**config.mk**
```make
export PLATFORM = sky130hd
export DESIGN_NAME = seg_scan_ctrl_flat
export DESIGN_NICKNAME = d
export VERILOG_FILES = /design/src/rtl/seg_scan_ctrl_if.sv /design/src/rtl/seg_scan_ctrl.sv /design/src/flat_wrapper.sv
export SDC_FILE = /design/constraint.sdc
export NUM_CORES = 1
export LEC_CHECK = 0
export ABC_AREA = 0
export BUFFER_PORTS_ARGS = -buffer_cell sky130_fd_sc_hd__buf_2
export CORE_MARGIN = 2
export CORE_UTILIZATION = 40
export DETAILED_ROUTE_END_ITERATION = 10
export MAX_ROUTING_LAYER = met4
export SLEW_MARGIN = 20
export SYNTH_ARGS = -nofsm -noshare
export SYNTH_HDL_FRONTEND = slang
export SYNTH_SLANG_ARGS = --single-unit
```
**constraint.sdc**
```tcl
create_clock -name clk -period 1.8 [get_ports clk]
set_input_delay 0.09 -clock clk [delete_from_list [all_inputs] [get_ports clk]]
set_output_delay 0.09 -clock clk [all_outputs]
set_load 0.02 [all_outputs]
```
**src/rtl/seg_scan_ctrl_if.sv**
```systemverilog
// Update handshake and payload bundle for seg_scan_ctrl.
// master drives updates (host side), slave is the display controller.
interface seg_scan_ctrl_if #(
  parameter int NUM_DIGITS = 4,
  parameter int VAL_W      = 14
);
  logic                    upd_valid;
  logic                    upd_ready;
  logic                    upd_raw;
  logic [VAL_W-1:0]        bin_val;
  logic [4*NUM_DIGITS-1:0] nib_val;
  logic                    blank_lz;
  logic [NUM_DIGITS-1:0]   dp_mask;
  logic [NUM_DIGITS-1:0]   blink_mask;

  modport master (
    output upd_valid, upd_raw, bin_val, nib_val, blank_lz, dp_mask, blink_mask,
    input  upd_ready
  );

  modport slave (
    input  upd_valid, upd_raw, bin_val, nib_val, blank_lz, dp_mask, blink_mask,
    output upd_ready
  );
endinterface

```
**src/rtl/seg_scan_ctrl.sv**
```systemverilog
// Multiplexed 7-segment driver: double-dabble BCD or raw hex updates, scanned digit output.
// Optional blinking is compiled in when the SEG_BLINK_EN macro is defined.
module seg_scan_ctrl #(
  parameter int NUM_DIGITS   = 4,
  parameter int CLK_FREQ     = 100_000_000,
  parameter int SCAN_HZ      = 1000,
  parameter int VAL_W        = 14,
  parameter bit SEL_ACT_HIGH = 1'b1,
  parameter bit SEG_ACT_HIGH = 1'b1,
  parameter int BLINK_HZ     = 2
) (
  input  logic                  clk,
  input  logic                  rst_n,
  seg_scan_ctrl_if.slave        upd,
  output logic                  overflow,
  output logic [NUM_DIGITS-1:0] seg_sel,
  output logic [7:0]            seg_data
);
  // Decimal digits needed to hold 2^VAL_W-1 (log10(2) ~ 0.30103).
  localparam int BCD_DIGITS = (VAL_W * 30103) / 100000 + 1;
  localparam int BCD_N      = (BCD_DIGITS > NUM_DIGITS) ? BCD_DIGITS : NUM_DIGITS;
  localparam int BCD_W      = 4 * BCD_N;
  localparam int BC_W       = (VAL_W > 1) ? $clog2(VAL_W) : 1;
  localparam int SCAN_DIV   = CLK_FREQ / (SCAN_HZ * NUM_DIGITS);
  localparam int SC_W       = (SCAN_DIV > 1) ? $clog2(SCAN_DIV) : 1;
  localparam int IDX_W      = (NUM_DIGITS > 1) ? $clog2(NUM_DIGITS) : 1;

  localparam logic [BC_W-1:0]       LAST_BIT  = BC_W'(VAL_W - 1);
  localparam logic [SC_W-1:0]       SCAN_LAST = SC_W'(SCAN_DIV - 1);
  localparam logic [IDX_W-1:0]      IDX_LAST  = IDX_W'(NUM_DIGITS - 1);
  localparam logic [NUM_DIGITS-1:0] SEL_OFF   = SEL_ACT_HIGH ? {NUM_DIGITS{1'b0}} : {NUM_DIGITS{1'b1}};
  localparam logic [7:0]            SEG_OFF   = SEG_ACT_HIGH ? 8'h00 : 8'hFF;

  typedef enum logic [1:0] {ST_IDLE, ST_CONV, ST_COMMIT} state_t;

  state_t                           state_q, state_d;
  logic [BC_W-1:0]                  bit_cnt_q, bit_cnt_d;
  logic                             raw_q, raw_d, blank_lz_q, blank_lz_d;
  logic [NUM_DIGITS-1:0]            dp_q, dp_d;
  logic [4*NUM_DIGITS-1:0]          nib_q, nib_d;
  logic [VAL_W-1:0]                 bin_q, bin_d;
  logic [BCD_W-1:0]                 bcd_q, bcd_d;
  logic [NUM_DIGITS-1:0][3:0]       disp_nib_q, disp_nib_d;
  logic [NUM_DIGITS-1:0]            disp_blank_q, disp_blank_d, disp_dp_q, disp_dp_d;
  logic                             overflow_q, overflow_d;
  logic [SC_W-1:0]                  scan_cnt_q, scan_cnt_d;
  logic [IDX_W-1:0]                 scan_idx_q, scan_idx_d;
  logic [NUM_DIGITS-1:0]            seg_sel_q, seg_sel_d;
  logic [7:0]                       seg_data_q, seg_data_d;

  logic                             accept, commit, bcd_ovf, blink_off, unused_ok;
  logic [BCD_W-1:0]                 dab;
  logic [NUM_DIGITS:0]              hi_zero;
  logic [NUM_DIGITS-1:0]            new_blank;

  assign accept        = (state_q == ST_IDLE) && upd.upd_valid;
  assign commit        = (state_q == ST_COMMIT);
  assign upd.upd_ready = (state_q == ST_IDLE);

  // Add-3 correction on every BCD digit before the shift.
  for (genvar gi = 0; gi < BCD_N; gi++) begin : g_dab
    assign dab[4*gi +: 4] = (bcd_q[4*gi +: 4] >= 4'd5) ? bcd_q[4*gi +: 4] + 4'd3 : bcd_q[4*gi +: 4];
  end

  if (BCD_N > NUM_DIGITS) begin : g_ovf
    assign bcd_ovf = |bcd_q[BCD_W-1:4*NUM_DIGITS];
  end else begin : g_no_ovf
    assign bcd_ovf = 1'b0;
  end

  // hi_zero[i]: digit i and everything above it are zero.
  assign hi_zero[NUM_DIGITS] = 1'b1;
  for (genvar gi = 0; gi < NUM_DIGITS; gi++) begin : g_lz
    assign hi_zero[gi] = hi_zero[gi+1] && (bcd_q[4*gi +: 4] == 4'd0);
    if (gi == 0) begin : g_d0
      assign new_blank[gi] = 1'b0;
    end else begin : g_dn
      assign new_blank[gi] = !raw_q && blank_lz_q && !bcd_ovf && hi_zero[gi];
    end
  end

  always_comb begin
    state_d      = state_q;
    bit_cnt_d    = bit_cnt_q;
    raw_d        = raw_q;
    blank_lz_d   = blank_lz_q;
    dp_d         = dp_q;
    nib_d        = nib_q;
    bin_d        = bin_q;
    bcd_d        = bcd_q;
    disp_nib_d   = disp_nib_q;
    disp_blank_d = disp_blank_q;
    disp_dp_d    = disp_dp_q;
    overflow_d   = overflow_q;
    case (state_q)
      ST_IDLE: begin
        if (upd.upd_valid) begin
          raw_d      = upd.upd_raw;
          blank_lz_d = upd.blank_lz;
          dp_d       = upd.dp_mask;
          nib_d      = upd.nib_val;
          bin_d      = upd.bin_val;
          bcd_d      = '0;
          bit_cnt_d  = '0;
          state_d    = upd.upd_raw ? ST_COMMIT : ST_CONV;
        end
      end
      ST_CONV: begin
        bcd_d     = {dab[BCD_W-2:0], bin_q[VAL_W-1]};
        bin_d     = bin_q << 1;
        bit_cnt_d = bit_cnt_q + 1'b1;
        if (bit_cnt_q == LAST_BIT) state_d = ST_COMMIT;
      end
      ST_COMMIT: begin
        disp_nib_d   = raw_q ? nib_q : bcd_q[4*NUM_DIGITS-1:0];
        disp_blank_d = new_blank;
        disp_dp_d    = dp_q;
        overflow_d   = !raw_q && bcd_ovf;
        state_d      = ST_IDLE;
      end
      default: state_d = ST_IDLE;
    endcase
  end

  function automatic logic [6:0] hex_glyph(input logic [3:0] n);
    case (n)
      4'h0: hex_glyph = 7'h3F;  4'h1: hex_glyph = 7'h06;
      4'h2: hex_glyph = 7'h5B;  4'h3: hex_glyph = 7'h4F;
      4'h4: hex_glyph = 7'h66;  4'h5: hex_glyph = 7'h6D;
      4'h6: hex_glyph = 7'h7D;  4'h7: hex_glyph = 7'h07;
      4'h8: hex_glyph = 7'h7F;  4'h9: hex_glyph = 7'h6F;
      4'hA: hex_glyph = 7'h77;  4'hB: hex_glyph = 7'h7C;
      4'hC: hex_glyph = 7'h39;  4'hD: hex_glyph = 7'h5E;
      4'hE: hex_glyph = 7'h79;  default: hex_glyph = 7'h71;
    endcase
  endfunction

  // Scan timing and output pattern; polarity is folded in last.
  always_comb begin
    logic [7:0]            act;
    logic [NUM_DIGITS-1:0] one_hot;
    scan_cnt_d = scan_cnt_q + 1'b1;
    scan_idx_d = scan_idx_q;
    if (scan_cnt_q == SCAN_LAST) begin
      scan_cnt_d = '0;
      scan_idx_d = (scan_idx_q == IDX_LAST) ? '0 : scan_idx_q + 1'b1;
    end
    one_hot             = '0;
    one_hot[scan_idx_q] = 1'b1;
    act = {disp_dp_q[scan_idx_q], overflow_q ? 7'h40 : hex_glyph(disp_nib_q[scan_idx_q])};
    if (disp_blank_q[scan_idx_q] || blink_off) act = 8'h00;
    seg_sel_d  = SEL_ACT_HIGH ? one_hot : ~one_hot;
    seg_data_d = SEG_ACT_HIGH ? act : ~act;
  end

  always_ff @(posedge clk or negedge rst_n) begin
    if (!rst_n) begin
      state_q      <= ST_IDLE;
      bit_cnt_q    <= '0;
      raw_q        <= 1'b0;
      blank_lz_q   <= 1'b0;
      dp_q         <= '0;
      nib_q        <= '0;
      bin_q        <= '0;
      bcd_q        <= '0;
      disp_nib_q   <= '0;
      disp_blank_q <= '0;
      disp_dp_q    <= '0;
      overflow_q   <= 1'b0;
      scan_cnt_q   <= '0;
      scan_idx_q   <= '0;
      seg_sel_q    <= SEL_OFF;
      seg_data_q   <= SEG_OFF;
    end else begin
      state_q      <= state_d;
      bit_cnt_q    <= bit_cnt_d;
      raw_q        <= raw_d;
      blank_lz_q   <= blank_lz_d;
      dp_q         <= dp_d;
      nib_q        <= nib_d;
      bin_q        <= bin_d;
      bcd_q        <= bcd_d;
      disp_nib_q   <= disp_nib_d;
      disp_blank_q <= disp_blank_d;
      disp_dp_q    <= disp_dp_d;
      overflow_q   <= overflow_d;
      scan_cnt_q   <= scan_cnt_d;
      scan_idx_q   <= scan_idx_d;
      seg_sel_q    <= seg_sel_d;
      seg_data_q   <= seg_data_d;
    end
  end

`ifdef SEG_BLINK_EN
  localparam int BLINK_DIV = CLK_FREQ / (2 * BLINK_HZ);
  localparam int BK_W      = (BLINK_DIV > 1) ? $clog2(BLINK_DIV) : 1;
  localparam logic [BK_W-1:0] BLINK_LAST = BK_W'(BLINK_DIV - 1);

  logic [BK_W-1:0]       blink_cnt_q, blink_cnt_d;
  logic                  blink_phase_q, blink_phase_d;
  logic [NUM_DIGITS-1:0] blink_q, blink_d, disp_blink_q, disp_blink_d;

  always_comb begin
    blink_cnt_d   = blink_cnt_q + 1'b1;
    blink_phase_d = blink_phase_q;
    blink_d       = accept ? upd.blink_mask : blink_q;
    disp_blink_d  = commit ? blink_q : disp_blink_q;
    if (blink_cnt_q == BLINK_LAST) begin
      blink_cnt_d   = '0;
      blink_phase_d = !blink_phase_q;
    end
  end

  always_ff @(posedge clk or negedge rst_n) begin
    if (!rst_n) begin
      blink_cnt_q   <= '0;
      blink_phase_q <= 1'b0;
      blink_q       <= '0;
      disp_blink_q  <= '0;
    end else begin
      blink_cnt_q   <= blink_cnt_d;
      blink_phase_q <= blink_phase_d;
      blink_q       <= blink_d;
      disp_blink_q  <= disp_blink_d;
    end
  end

  assign blink_off = blink_phase_q && disp_blink_q[scan_idx_q];
  assign unused_ok = dab[BCD_W-1] ^ hi_zero[0];
`else
  assign blink_off = 1'b0;
  assign unused_ok = ^{dab[BCD_W-1], hi_zero[0], upd.blink_mask, accept, commit, BLINK_HZ != 0};
`endif

  assign overflow = overflow_q;
  assign seg_sel  = seg_sel_q;
  assign seg_data = seg_data_q;
endmodule
```
**src/flat_wrapper.sv**
```systemverilog
// flat-port wrapper written by rule: the top's interface ports become plain ports
module seg_scan_ctrl_flat 
#(
  parameter int NUM_DIGITS   = 4,
  parameter int CLK_FREQ     = 100_000_000,
  parameter int SCAN_HZ      = 1000,
  parameter int VAL_W        = 14,
  parameter bit SEL_ACT_HIGH = 1'b1,
  parameter bit SEG_ACT_HIGH = 1'b1,
  parameter int BLINK_HZ     = 2
)
  (clk, rst_n, overflow, seg_sel, seg_data, upd_upd_valid, upd_upd_raw, upd_bin_val, upd_nib_val, upd_blank_lz, upd_dp_mask, upd_blink_mask, upd_upd_ready);
  seg_scan_ctrl_if #(.NUM_DIGITS(NUM_DIGITS), .VAL_W(VAL_W)) upd_i ();
  input  logic clk;
  input  logic rst_n;
  output logic overflow;
  output logic [NUM_DIGITS-1:0] seg_sel;
  output logic [7:0] seg_data;
  input wire logic [$bits(upd_i.upd_valid)-1:0] upd_upd_valid;
  input wire logic [$bits(upd_i.upd_raw)-1:0] upd_upd_raw;
  input wire logic [$bits(upd_i.bin_val)-1:0] upd_bin_val;
  input wire logic [$bits(upd_i.nib_val)-1:0] upd_nib_val;
  input wire logic [$bits(upd_i.blank_lz)-1:0] upd_blank_lz;
  input wire logic [$bits(upd_i.dp_mask)-1:0] upd_dp_mask;
  input wire logic [$bits(upd_i.blink_mask)-1:0] upd_blink_mask;
  output wire logic [$bits(upd_i.upd_ready)-1:0] upd_upd_ready;
  assign upd_i.upd_valid = upd_upd_valid;
  assign upd_i.upd_raw = upd_upd_raw;
  assign upd_i.bin_val = upd_bin_val;
  assign upd_i.nib_val = upd_nib_val;
  assign upd_i.blank_lz = upd_blank_lz;
  assign upd_i.dp_mask = upd_dp_mask;
  assign upd_i.blink_mask = upd_blink_mask;
  assign upd_upd_ready = upd_i.upd_ready;
  seg_scan_ctrl #(.NUM_DIGITS(NUM_DIGITS), .CLK_FREQ(CLK_FREQ), .SCAN_HZ(SCAN_HZ), .VAL_W(VAL_W), .SEL_ACT_HIGH(SEL_ACT_HIGH), .SEG_ACT_HIGH(SEG_ACT_HIGH), .BLINK_HZ(BLINK_HZ)) u_core (.clk(clk), .rst_n(rst_n), .upd(upd_i), .overflow(overflow), .seg_sel(seg_sel), .seg_data(seg_data));
endmodule
```
==> flow_metrics.env <==
export IMPL_run_status="finished with violations"
export IMPL_violated_checks="setup timing"
export IMPL_drive_above_1_share_pct=23.6
export IMPL_max_stage_delay_ns=0.58
export IMPL_tritoncts_buffer_count=17
export IMPL_worstPathMaxFanout=4
export IMPL_vdd_ir_drop_worst_v=0.000793
export IMPL_ys_warn_count=0
export IMPL_postRouteWirelength_um=12500
export IMPL_kind_of_start_point_of_the_critical_path="flip-flop"
export IMPL_rr_startpoint="u_core.scan_idx_q[0]"
export IMPL_synth_seq_area_share_pct=51.8
export IMPL_critical_path_reg2reg_endpoint="u_core.seg_data[0]"
export IMPL_worstSetupPathDepth=5
export IMPL_hpwl_um=8510
export IMPL_initial_standard_cell_utilization_of_the_core_pct=40.5
export IMPL_critPathSlowestCell="sky130_fd_sc_hd__mux4_2"
export IMPL_ys_dominant_reg_cell="sky130_fd_sc_hd__dfrtp_1"
export IMPL_antenna_violations_before_repair=0
export IMPL_fin_nets=749
export IMPL_reg2regPathDepth=5
export IMPL_post_drt_via_cell_ratio=4.98
export IMPL_clkTransAtPathRegs_ns=0.05
export IMPL_place_worst_setup_slack_ns=-0.0719
export IMPL_period_minus_slack_ns=1.89
export IMPL_setup_slack_ns=-0.0893
export IMPL_dr_first_iter_drc_count=283
export IMPL_clockRootBuffer="sky130_fd_sc_hd__clkbuf_16"
export IMPL_synth_top_area_cells="sky130_fd_sc_hd__dfrtp_1 (52%), sky130_fd_sc_hd__nand2_1 (8.9%), sky130_fd_sc_hd__ha_1 (6.1%)"
export IMPL_yosysMostFrequentCell="sky130_fd_sc_hd__nand2_1"
export IMPL_edff_count_synth=0
export IMPL_clock_latency_ns=0.41
export IMPL_chain_of_cells_forming_the_critical_path="mux4_2, buf_6, ha_4, or3_4, a21oi_2"
export IMPL_finClkSkew_ns=0.00859
export IMPL_worst_min_delay_path_category="in2reg"
export IMPL_internal_power_mw=7.41
export IMPL_vias=4333
export IMPL_synthDominantAreaCellType="sky130_fd_sc_hd__dfrtp_1"
export IMPL_synth_nets=622
export IMPL_timing_final_setup_violations=5
export IMPL_ctsLongestPathBuffers=2
export IMPL_power_density_nw_per_um2=1530
export IMPL_critPathLaunch="u_core.scan_idx_q[0]"
export IMPL_groute_usage_overall_pct=19.1
export IMPL_cts_sink_count=115
export IMPL_p_comb_share_pct=35.4
export IMPL_dpl_instance_area_um2=6290
export IMPL_clock_fmax_mhz=529
export IMPL_crit_type="reg2reg"
export IMPL_tritoncts_clock_tree="yes"
export IMPL_synth_area_um2=5550
export IMPL_finalWeightedCongestion=0.819
export IMPL_synth_seq_cells=115
export IMPL_hold_viol_final=0
export IMPL_io_pins=57
export IMPL_crit_required_ns=2.13
export IMPL_synth_lib_cells_used_distinct=42
export IMPL_wl_per_cell_um=14.4
export IMPL_fp_dieArea_um2=14800
export IMPL_firstDrtPassIters=4
export IMPL_grt_pass1_wl_um=21500
export IMPL_overflow=0
export IMPL_timing_critical_path_max_delay_family="multiplexers"
export IMPL_number_of_input_and_output_port_buffers_inserted=52
export IMPL_worst_slew_margin_rel_pct=69.3
export IMPL_synth_common_cells="sky130_fd_sc_hd__nand2_1 (131), sky130_fd_sc_hd__dfrtp_1 (115), sky130_fd_sc_hd__o21ai_0 (59)"
export IMPL_total_leakage_power_nw=3.47
export IMPL_post_route_drc_count=0
export IMPL_drt_antenna_violating_nets=0
export IMPL_setup_repair_after_global_routing_missed_its_margin="true"
export IMPL_report_final_slew_viol_count=0
export IMPL_seq_power_share_pct=36.5
export IMPL_power_net_switching_mw=3.86
export IMPL_ys_async_sr_fraction_pct=100
export IMPL_cts_htree_levels=4
export IMPL_postLayoutCellArea_um2=7370
export IMPL_grt_start_max_net_pins=35
export IMPL_timing_reg2reg_setup_slack_ns=-0.09
export IMPL_rows=43
export IMPL_num_fill_cells=1210
export IMPL_first_global_vias=4491
export IMPL_cp_end_kind="flip-flop"
export IMPL_critPathCapture="u_core.seg_data[0]"
export IMPL_synthDominantCellAreaShare_pct=51.8
export IMPL_clockPowerShare_pct=28.1
export IMPL_postSynthCellCount=552
export IMPL_inserted_diodes=0
export IMPL_postSynthAreaPerCell_um2=10.1
export IMPL_die_height_um=122
export IMPL_power_switching_share_pct=34.3
export IMPL_critPathArrivalTime_ns=2.22
export IMPL_area_delta_synth_final_pct=32.8
export IMPL_coreArea_um2=13700
export IMPL_cp_num_buf_inv=1
export IMPL_floorplan_die_width_um=122
export IMPL_worst_slew_pin_transition_ns=0.460
export IMPL_hold_path_depth=4
export IMPL_tcrit_tclk_final_pct=105
export IMPL_maxCapViolCount=0
-- power groups by stage --
| stage | clock network [mW] | registers (mW) | logic (mW) |
|---|---|---|---|
| floorplan | 0 | 4.01 | 2.44 |
| global placement | 0 | 4.12 | 3.51 |
| detailed placement | 0 | 4.15 | 3.62 |
| CTS | 3.22 | 4.11 | 3.80 |
| global route | 3.34 | 4.24 | 4.48 |
| finish | 3.16 | 4.11 | 4.00 |
-- layout make-up --
class                   count  area, um^2  share of cell area, %
flip-flops and latches    115        2880                   39.0
multi-input cells         390        2600                   35.2
repair buffers            136        1040                   14.1
clock buffers              25         505                   6.86
well taps                 180         225                   3.05
inverters                  19        73.8                   1.00
clock inverters             5        50.0                  0.679
-- metrics by stage --
stage	total power, mW	utilization (%)	std cells	hold slack, ns	TNS (ns)
2_1_floorplan	6.44	-	552	-0.206	-0.0839
3_3_place_gp	7.62	45.8	795	0.0153	-0.0880
3_5_place_dp	7.77	45.8	795	0.0165	-0.311
5_1_grt	12.1	53.7	870	0.114	-0.578
4_1_cts	11.1	52.8	864	0.0587	-0.113
6_report	11.3	53.7	870	0.0805	-0.176
-- tightest hold or removal path: stages --
cell and delay [ns]:
sky130_fd_sc_hd__buf_2 0.12, sky130_fd_sc_hd__nor2b_1 0.05, sky130_fd_sc_hd__a21oi_1 0.10, sky130_fd_sc_hd__o21ai_0 0.07
-- cells in the final DEF, fill, tap and decap left out, types with 14 or more instances in the layout --
cell                            instances
sky130_fd_sc_hd__buf_4                 40
sky130_fd_sc_hd__dlygate4sd3_1         37
sky130_fd_sc_hd__o21ai_0               59
sky130_fd_sc_hd__clkbuf_16             17
sky130_fd_sc_hd__mux2i_1               25
sky130_fd_sc_hd__buf_2                 51
sky130_fd_sc_hd__inv_1                 14
sky130_fd_sc_hd__ha_1                  22
sky130_fd_sc_hd__nand2_1              131
sky130_fd_sc_hd__a22oi_1               14
sky130_fd_sc_hd__nand3_1               14
sky130_fd_sc_hd__dfrtp_1              114
-- how the worst min path moves through the flow --
| stage | start | endpoint | slack (ns) |
|---|---|---|---|
| floorplan | rst_n | u_core.bcd_q[0] | -0.21 |
| global placement | rst_n | u_core.scan_cnt_q[11] | 0.02 |
| detailed placement | rst_n | u_core.scan_cnt_q[10] | 0.02 |
| CTS | upd_upd_valid | u_core.bin_q[12] | 0.06 |
| global route | upd_upd_valid | u_core.bin_q[13] | 0.11 |
| finish | upd_upd_valid | u_core.bin_q[12] | 0.08 |
-- repair_timing --
| action | 4_1_cts | 5_1_grt |
|---|---|---|
| pin swaps | 2 | 4 |
| setup endpoints to repair | 7 | 9 |
| endpoints found under the hold margin | 153 | 0 |
| buffers inserted | 2 | 6 |
| resized for setup | 6 | 17 |
| hold buffers | 37 | 0 |
-- flip-flops by register name (all words and copies together), names as in the netlist, 2 cells and up --
signal,count
u_core.bcd_q,20
u_core.disp_nib_q,16
u_core.nib_q,16
u_core.scan_cnt_q,15
u_core.bin_q,14
u_core.seg_data,8
u_core.bit_cnt_q,4
u_core.disp_dp_q,4
u_core.dp_q,4
u_core.seg_sel,4
u_core.disp_blank_q,3
u_core.scan_idx_q,2
u_core.state_q,2
-- per-layer routing --
layer,up-vias,global-route usage [%],routed length [um]
li1,2132,-,-
met5,-,-,0
met1,2109,23.0,5620
met3,16,4.92,419
met2,76,31.6,6320
met4,0,6.18,150
-- kinds of logic after synthesis --
logic type | share of synthesized area, %
AO/OA/AOI/OAI | 10.4
XOR/XNOR | 2.37
adder cells (fa/ha/maj) | 6.09
buffers and inverters | 3.54
flip-flops | 51.8
multiplexers | 8.50
AND/OR/NAND/NOR | 17.2
Power figures use the tool's default switching activity.
